==> config.mk <==
export PLATFORM = sky130hd
export DESIGN_NAME = mod_const_scheduler
export DESIGN_NICKNAME = d
export VERILOG_FILES = /design/src/rtl/mod_const_pkg.sv /design/src/rtl/mod_const_iter_core.sv /design/src/rtl/mod_const_scheduler.sv
export SDC_FILE = /design/constraint.sdc
export NUM_CORES = 1
export LEC_CHECK = 0
export BUFFER_PORTS_ARGS = -buffer_cell sky130_fd_sc_hd__buf_2
export CORE_MARGIN = 3
export CORE_UTILIZATION = 50
export CTS_CLUSTER_SIZE = 28
export DETAILED_ROUTE_END_ITERATION = 8
export GPL_ROUTABILITY_DRIVEN = 0
export PLACE_DENSITY_LB_ADDON = 0.3
export SYNTH_ARGS = -nofsm -noshare
export SYNTH_HDL_FRONTEND = slang
export SYNTH_SLANG_ARGS = --single-unit
export TNS_END_PERCENT = 20
==> constraint.sdc <==
create_clock -name clk -period 3.1 [get_ports clk]
set_input_delay 0.62 -clock clk [delete_from_list [all_inputs] [get_ports clk]]
set_output_delay 0.62 -clock clk [all_outputs]
set_load 0.02 [all_outputs]
==> src/rtl/mod_const_pkg.sv <==
// mod_const_pkg: shared state encoding, default sizing and ID-width helper for the constant-divisor scheduler
package mod_const_pkg;
    typedef enum logic [1:0] {IDLE, CALC, RESP} state_t;
    localparam int DEF_WIDTH = 32;
    localparam longint unsigned DEF_DIVISOR = 1234101;
    function automatic int calc_idw(input int n);
        return (n > 1) ? $clog2(n) : 1;
    endfunction
endpackage

==> src/rtl/mod_const_iter_core.sv <==
// mod_const_iter_core: radix-2 restoring divider by a constant, one quotient bit per clock
module mod_const_iter_core #(
    parameter int WIDTH = 32,
    parameter longint unsigned DIVISOR = 1234101
) (
    input  logic             clk,
    input  logic             rst_n,
    input  logic             start,
    input  logic [WIDTH-1:0] dividend,
    output logic             done,
    output logic [WIDTH-1:0] quo,
    output logic [WIDTH-1:0] rem
);
    localparam int CW = $clog2(WIDTH + 1);
    localparam logic [WIDTH:0] DIV = (WIDTH + 1)'(DIVISOR);
    logic             run;
    logic [CW-1:0]    cnt;
    logic [WIDTH:0]   acc;
    logic [WIDTH-1:0] dvd;
    logic [WIDTH-1:0] q;
    logic [WIDTH:0]   shifted;
    logic [WIDTH:0]   acc_nxt;
    logic             fits;
    assign shifted = (acc << 1) | (WIDTH + 1)'(dvd[WIDTH-1]);
    assign fits    = shifted >= DIV;
    assign acc_nxt = fits ? shifted - DIV : shifted;
    assign done    = run && cnt == CW'(WIDTH - 1);
    // quo/rem present the values the final iteration is about to commit
    assign quo     = (q << 1) | WIDTH'(fits);
    assign rem     = acc_nxt[WIDTH-1:0];
    // one restoring step per edge while running; start reloads the operand
    always_ff @(posedge clk or negedge rst_n) begin
        if (!rst_n) begin
            run <= 1'b0;
            cnt <= '0;
            acc <= '0;
            dvd <= '0;
            q   <= '0;
        end else if (start) begin
            run <= 1'b1;
            cnt <= '0;
            acc <= '0;
            dvd <= dividend;
            q   <= '0;
        end else if (run) begin
            run <= !done;
            cnt <= cnt + 1'b1;
            acc <= acc_nxt;
            dvd <= dvd << 1;
            q   <= quo;
        end
    end
endmodule

==> src/rtl/mod_const_scheduler.sv <==
// mod_const_scheduler: round-robin sharing of one divide-by-constant engine; optional MOD_EARLY_OUT_EN bypasses small dividends
module mod_const_scheduler
    import mod_const_pkg::*;
#(
    parameter int NREQ = 4,
    parameter int WIDTH = DEF_WIDTH,
    parameter longint unsigned DIVISOR = DEF_DIVISOR,
    parameter int IDW = calc_idw(NREQ)
) (
    input  logic                  clk,
    input  logic                  rst_n,
    input  logic [NREQ-1:0]       req_valid,
    input  logic [NREQ*WIDTH-1:0] req_data,
    output logic [NREQ-1:0]       req_ready,
    output logic                  rsp_valid,
    input  logic                  rsp_ready,
    output logic [IDW-1:0]        rsp_id,
    output logic [WIDTH-1:0]      rsp_quo,
    output logic [WIDTH-1:0]      rsp_rem,
    output logic                  busy
);
`ifdef MOD_EARLY_OUT_EN
    localparam bit EARLY = 1'b1;
`else
    localparam bit EARLY = 1'b0;
`endif
    localparam logic [NREQ-1:0] ONE = NREQ'(1);
    if (DIVISOR == 0 || (WIDTH < 64 && (DIVISOR >> WIDTH) != 0) || NREQ < 2 || NREQ > 8) begin : g_bad_cfg
        $error("mod_const_scheduler: DIVISOR must be nonzero and below 2^WIDTH, NREQ in 2..8");
    end
    state_t           state, state_nxt;
    logic [IDW-1:0]   rr_ptr, gnt;
    logic             gnt_any, accept, early, start, skip, done;
    logic [WIDTH-1:0] gnt_data, core_quo, core_rem;
    // first valid requester at or after rr_ptr; lower offsets overwrite higher ones
    always_comb begin
        gnt     = '0;
        gnt_any = 1'b0;
        for (int k = NREQ - 1; k >= 0; k--) begin
            if (req_valid[(int'(rr_ptr) + k) % NREQ]) begin
                gnt_any = 1'b1;
                gnt     = IDW'((int'(rr_ptr) + k) % NREQ);
            end
        end
    end
    assign gnt_data  = req_data[int'(gnt)*WIDTH +: WIDTH];
    assign accept    = state == IDLE && gnt_any;
    assign early     = EARLY && accept && gnt_data < WIDTH'(DIVISOR);
    assign start     = accept && !early;
    assign req_ready = accept ? ONE << gnt : '0;
    assign rsp_valid = state == RESP;
    assign busy      = state != IDLE;
    mod_const_iter_core #(.WIDTH(WIDTH), .DIVISOR(DIVISOR)) u_core (
        .clk      (clk),
        .rst_n    (rst_n),
        .start    (start),
        .dividend (gnt_data),
        .done     (done),
        .quo      (core_quo),
        .rem      (core_rem)
    );
    // state register
    always_ff @(posedge clk or negedge rst_n) begin
        if (!rst_n) state <= IDLE;
        else        state <= state_nxt;
    end
    // next state: a bypassed operation spends a single cycle in CALC
    always_comb begin
        state_nxt = state;
        case (state)
            IDLE:    if (accept) state_nxt = CALC;
            CALC:    if (done || skip) state_nxt = RESP;
            RESP:    if (rsp_ready) state_nxt = IDLE;
            default: state_nxt = IDLE;
        endcase
    end
    // arbiter pointer and response registers
    always_ff @(posedge clk or negedge rst_n) begin
        if (!rst_n) begin
            rr_ptr  <= '0;
            skip    <= 1'b0;
            rsp_id  <= '0;
            rsp_quo <= '0;
            rsp_rem <= '0;
        end else if (accept) begin
            rr_ptr <= (int'(gnt) == NREQ - 1) ? '0 : gnt + 1'b1;
            skip   <= early;
            rsp_id <= gnt;
            if (early) begin
                rsp_quo <= '0;
                rsp_rem <= gnt_data;
            end
        end else if (state == CALC && done) begin
            rsp_quo <= core_quo;
            rsp_rem <= core_rem;
        end
    end
endmodule

==> flow_metrics.tcl, run 1 <==
set metrics [dict create \
    synth_xor_area_share_pct 3.50 \
    setup_violations 0 \
    ys_seq_area_share_pct 49.1 \
    maxCapViolCount 0 \
    avgSynthCellArea_um2 8.59 \
    relSlewSlack_pct 36.3 \
    muxShareOfSynthArea_pct 7.19 \
    vias 7617 \
    setup_tns_ns 0 \
    h-tree-depth 4 \
    fin_area_um2 10600 \
    power_density_nw_per_um2 1020 \
    initial_core_util_pct 51.9 \
    syn-cell-area_um2 8770 \
    dpl_cell_area_um2 9990 \
    hold_viol_final 0 \
    layout_setup_ws_ns 0.262 \
    cp_data_arrival_time_ns 2.22 \
    path_max_fanout 11 \
    dp_hpwl_um 14900 \
    power_leakage_nw 5.47 \
    ys_warn_count 0 \
    async_flop_share_pct 100 \
    cts-root-buf "clkbuf_16" \
    worstMarginPinSlew_ns 0.955 \
    areaGrowthSynthToFinish_pct 21.3 \
    ir_worst_vdd_v 0.000479 \
    cp_data_required_time_ns 2.48 \
    finalNetCount 1331 \
    layout.cells.non_filler 1422 \
    grt_pass1_wl_um 36100 \
    preCtsSetupSlack_ns 0.322 \
    end_kind "output port" \
    die-area_um2 19200 \
    die_h_um 138 \
    grt_setup_unrepaired "no" \
    r2r-start "u_core.acc[23]$_DFFE_PN0P_" \
    synth_top_family_by_area "simple AND/OR/NAND/NOR gates" \
    ioPinCount 207 \
    hold_path_class "in2async" \
    slew_viol_final 0 \
    grt_pass1_vias 7293 \
    grt_usage_pct 22.6 \
    fp.dieW_um 138 \
    synth_edf_count 0 \
    antenna_found_initial 0 \
    status "completed" \
    grt_start_max_net_pins 134 \
    dr.pass1.iters 4 \
    diodes 0 \
    clk_latency_ns 0.43 \
    synth_flop_cell "dfrtp_1" \
    totalWireLength_um 21600 \
    final_antenna_net_count 0 \
    layout-drive-gt1-share_pct 22.2 \
    grt.overflow.total 0 \
    place_inst 1390 \
    io_buffers 206 \
    via_per_inst 5.36 \
    clk_path_buf_depth 2 \
    crit_start "rr_ptr[1]$_DFFE_PN0P_" \
    clkTransAtPathRegs_ns 0.06 \
    synth_compound_area_share_pct 11.3 \
    cts_made_buffers 17 \
    wl_per_cell_um 15.2 \
    syn-instance-count 1020 \
    synth_fa_ha_area_share_pct 0.999 \
    r2r_slack_ns 0.28 \
    drt_iter0_markers 403 \
    path_class "reg2out" \
    synth-seq-cells 172 \
    rows 47 \
    period_share_pct 91.5 \
    cts_sinks 172 \
    synthSimpleGateAreaFrac_pct 24.3 \
    skew_ns 0.00810 \
    cts_setup_buffers 0 \
    cp-start-kind "flop" \
    ctsHoldBuffers 0 \
    syn-num-nets 1162 \
    clock.fmax_ghz 0.352 \
    synth.distinct_cells 48 \
    tritoncts "built" \
    route.detailed.drc 0 \
    cts_resized 0 \
    coreArea_um2 16900 \
    final.min_clock_period_ns 2.84 \
]
-- path summary, 6_finish.rpt --
| check | to | cells past startpoint |
|---|---|---|
| max | req_ready[0] | 7 |
| min in group clk | state[1]$_DFFE_PN0P_ | 2 |
| max reg2reg | rsp_rem[26]$_DFFE_PN0P_ | 7 |
| min reg2reg | rsp_quo[16]$_DFFE_PN0P_ | 2 |
| max in group asynchronous | rsp_rem[23]$_DFFE_PN0P_ | 2 |
| min | u_core.dvd[28]$_DFFE_PN0P_ | 1 |
-- routing by layer --
metal	routed length (µm)	vias up	GRT usage, %
li1	-	3794	-
met1	9400	3551	30.2
met2	10700	250	37.8
met3	1200	22	3.90
met4	365	0	6.97
met5	0	-	0
-- sequential cells by signal, indices dropped and copies added (netlist names) --
name	cells
rsp_rem	32
state	2
u_core.q	31
rr_ptr	2
rsp_id	2
u_core.cnt	6
u_core.run	1
rsp_quo	32
u_core.dvd	32
u_core.acc	32
-- metrics by stage --
step / hold WS, ns / util [%] / total power (W)
floorplan: 0.324 / - / 0.00721
global placement: 0.454 / 59.2 / 0.00843
detailed placement: 0.456 / 59.2 / 0.00856
CTS: 0.217 / 63.0 / 0.0109
global route: 0.231 / 63.0 / 0.0117
finish: 0.181 / 63.0 / 0.0109
-- kinds of logic (layout without fill, tap and decap cells) --
| logic type | count (synthesis) | in the layout |
|---|---|---|
| AO/OA/AOI/OAI | 178 | 178 |
| XOR/XNOR | 35 | 35 |
| adder cells (fa/ha/maj) | 7 | 7 |
| buffers and inverters | 82 | 264 |
| flip-flops | 172 | 172 |
| multiplexers | 63 | 63 |
| AND/OR/NAND/NOR | 483 | 483 |
-- placed cells by master (no fill, tap or decap), types with 2 or more instances in the layout --
| master | netlist | final |
|---|---|---|
| a31oi_1 | 2 | 2 |
| nor2b_1 | 4 | 4 |
| mux2i_1 | 63 | 63 |
| buf_4 | 1 | 14 |
| o21ai_1 | 20 | 20 |
| nand4_1 | 8 | 8 |
| buf_2 | 1 | 205 |
| o211ai_1 | 3 | 3 |
| nand2b_1 | 7 | 7 |
| xnor2_1 | 14 | 14 |
| o21bai_1 | 2 | 2 |
| inv_8 | 0 | 2 |
| dfrtp_1 | 172 | 171 |
| o21ai_0 | 86 | 86 |
| buf_12 | 0 | 4 |
| and3_1 | 5 | 5 |
| nor4_1 | 4 | 4 |
| nor3_1 | 5 | 4 |
| inv_1 | 8 | 7 |
| inv_6 | 0 | 3 |
| a21oi_1 | 43 | 43 |
| nor2_1 | 61 | 61 |
| a211oi_1 | 3 | 3 |
| and4b_1 | 3 | 3 |
| bufinv_16 | 0 | 4 |
| and3b_1 | 2 | 2 |
| nand4b_1 | 3 | 3 |
| nand3_1 | 99 | 99 |
| nand2_1 | 269 | 269 |
| ha_1 | 7 | 7 |
| or4_1 | 2 | 2 |
| o31ai_1 | 4 | 4 |
| o2111ai_1 | 3 | 3 |
| o21a_1 | 6 | 6 |
| clkbuf_16 | 0 | 17 |
| clkinv_4 | 0 | 3 |
| nand3b_1 | 3 | 3 |
| xor2_1 | 21 | 21 |
-- Yosys cell counts (all sizes together) (6+ instances only) --
| cell type | number | area [µm²] |
|---|---|---|
| ha | 7 | 87.6 |
| o21ai | 106 | 531 |
| clkbuf | 64 | 240 |
| dfrtp | 172 | 4300 |
| o21a | 6 | 45.0 |
| a21oi | 43 | 215 |
| inv | 8 | 30.0 |
| nor2 | 61 | 229 |
| nand3 | 99 | 495 |
| nand4 | 8 | 50.1 |
| mux2i | 63 | 631 |
| nand2b | 7 | 43.8 |
| and3 | 7 | 50.1 |
| nand2 | 269 | 1010 |
| xnor2 | 14 | 123 |
| buf | 10 | 50.1 |
| xor2 | 21 | 184 |
-- final cells by class --
class	count	area (µm²)
fillers	1481	6240
flip-flops and latches	172	4310
multi-input cells	766	4160
repair buffers	224	1220
clock buffers	19	443
well taps	220	275
clock inverters	13	203
inverters	8	30.0
-- power by group --
part | switching, W | leakage [nW] | total (W) | internal (W)
logic | 0.00269 | 3.02 | 0.00445 | 0.00176
clock network | 0.000923 | 0.313 | 0.00232 | 0.00139
registers | 0.000861 | 2.14 | 0.00408 | 0.00322
-- critical path, cell delays in order, from the launching register on --
cell	delay, ns
dfrtp_1	0.50
a21oi_1	0.11
o21a_1	0.19
o22ai_2	0.30
buf_4	0.25
ha_1	0.15
and3_1	0.14
buf_2	0.16
Note: power is estimated with default switching activity, not from simulation.
==> run 2, diff against run 1 <==
--- a/config.mk
+++ b/config.mk
@@ -11,7 +11,7 @@
 export CTS_CLUSTER_SIZE = 28
 export DETAILED_ROUTE_END_ITERATION = 8
 export GPL_ROUTABILITY_DRIVEN = 0
-export PLACE_DENSITY_LB_ADDON = 0.3
+export PLACE_DENSITY_LB_ADDON = 0.2
 export SYNTH_ARGS = -nofsm -noshare
 export SYNTH_HDL_FRONTEND = slang
 export SYNTH_SLANG_ARGS = --single-unit
==> flow_metrics.tcl, run 2 (synthesis results as in run 1) <==
set metrics [dict create \
    skew_ns 0.00822 \
    dp_hpwl_um 14800 \
    drt_iter0_markers 462 \
    cts_sinks 172 \
    initial_core_util_pct 51.9 \
    mostFrequentLayoutCells "nand2_1 (269), buf_2 (205), dfrtp_1 (171), nand3_1 (99), o21ai_0 (86)" \
    layout_setup_ws_ns 0.235 \
    period_share_pct 92.4 \
    clk_path_buf_depth 2 \
    path_max_fanout 7 \
    hold_ws_ns 0.175 \
    totalWireLength_um 21600 \
    utilization_pct 62.7 \
    finalNetCount 1335 \
    maxCapViolCount 0 \
    wl_per_cell_um 15.2 \
    end_kind "output port" \
    final_antenna_net_count 0 \
    clk_latency_ns 0.43 \
    rows 47 \
    path_class "reg2out" \
    route.detailed.drc 0 \
    grt_usage_pct 22.7 \
    cp-start-kind "flop" \
    fill_cells 1515 \
    cp_data_required_time_ns 2.48 \
    diodes 0 \
    setup_tns_ns 0 \
    die-area_um2 19200 \
    hold_path_class "in2async" \
    cts_made_buffers 17 \
    setup_violations 0 \
    clkTransAtPathRegs_ns 0.06 \
    h-tree-depth 4 \
    grt.overflow.total 0 \
    ioPinCount 207 \
    multi_input_area_um2 4160 \
    worstMarginPinSlew_ns 0.963 \
    grt_pass1_wl_um 36200 \
    areaGrowthSynthToFinish_pct 20.7 \
    coreArea_um2 16900 \
    hold_viol_final 0 \
    antenna_found_initial 0 \
    preCtsSetupSlack_ns 0.291 \
    ctsHoldBuffers 0 \
    layout_commonest_cell "nand2_1" \
    vias 7567 \
    power_leakage_nw 5.45 \
    ir_worst_vdd_v 0.000531 \
    cp_data_arrival_time_ns 2.24 \
    fp.dieW_um 138 \
    grt_start_max_net_pins 101 \
    dr.pass1.iters 5 \
    die_h_um 138 \
    final.min_clock_period_ns 2.86 \
    finalPower_w 0.0106 \
    via_per_inst 5.31 \
    tritoncts "built" \
    cts-root-buf "clkbuf_16" \
    final-seq-area_um2 4310 \
    cts_setup_buffers 0 \
    grt_pass1_vias 7333 \
    grt_setup_unrepaired "no" \
    io_buffers 206 \
    cts_resized 0 \
    layout-drive-gt1-share_pct 22.4 \
    relSlewSlack_pct 35.8 \
    clock.fmax_ghz 0.349 \
    slew_viol_final 0 \
    status "completed" \
    power_density_nw_per_um2 998 \
]
[run 2: path summary, 6_finish.rpt]
kind | start | end | slack [ns] | cells past startpoint
min in group clk | rsp_ready | state[1]$_DFFE_PN0P_ | 0.41 | 2
worst max-delay path | rr_ptr[1]$_DFFE_PN0P_ | req_ready[0] | 0.24 | 8
worst min register to register | rsp_quo[10]$_DFFE_PN0P_ | rsp_quo[10]$_DFFE_PN0P_ | 0.47 | 2
worst min-delay path | rst_n | u_core.dvd[27]$_DFFE_PN0P_ | 0.17 | 1
max in group asynchronous | rst_n | u_core.acc[31]$_DFFE_PN0P_ | 2.19 | 2
worst max register to register | u_core.acc[23]$_DFFE_PN0P_ | u_core.acc[26]$_DFFE_PN0P_ | 0.30 | 7
[run 2: stage by stage]
stage          instance area, µm²  std cells
2_1_floorplan                8770       1020
3_3_place_gp                10000       1394
3_5_place_dp                10000       1394
4_1_cts                     10600       1426
5_1_grt                     10600       1426
6_report                    10600       1426
[run 2: cell type report]
| type | instances | area share (%) |
|---|---|---|
| Tap cell | 220 | 2.60 |
| Multi-Input combinational cell | 766 | 39.3 |
| Sequential cell | 172 | 40.7 |
| Inverter | 8 | 0.284 |
| Timing Repair Buffer | 228 | 12.0 |
| Clock buffer | 19 | 4.09 |
| Clock inverter | 13 | 1.09 |
[run 2: where the power goes]
part           internal, W  leakage [nW]  switching (W)
registers          0.00322          2.14       0.000911
clock network      0.00111         0.260       0.000895
logic              0.00178          3.05        0.00264
[run 2: worst max-delay path, stage by stage, from the launching register on]
cell     delay (ns)
dfrtp_1        0.48
mux2i_1        0.22
nor2_1         0.06
nor3_2         0.28
buf_4          0.21
inv_2          0.08
ha_1           0.17
and3_1         0.15
buf_2          0.16
[run 2: per-layer routing]
metal | GRT usage [%] | vias up | routed length (µm)
met3 | 4.97 | 20 | 1310
met4 | 6.24 | 0 | 248
met2 | 37.2 | 239 | 10400
met5 | 0 | - | 0
li1 | - | 3807 | -
met1 | 30.8 | 3501 | 9700
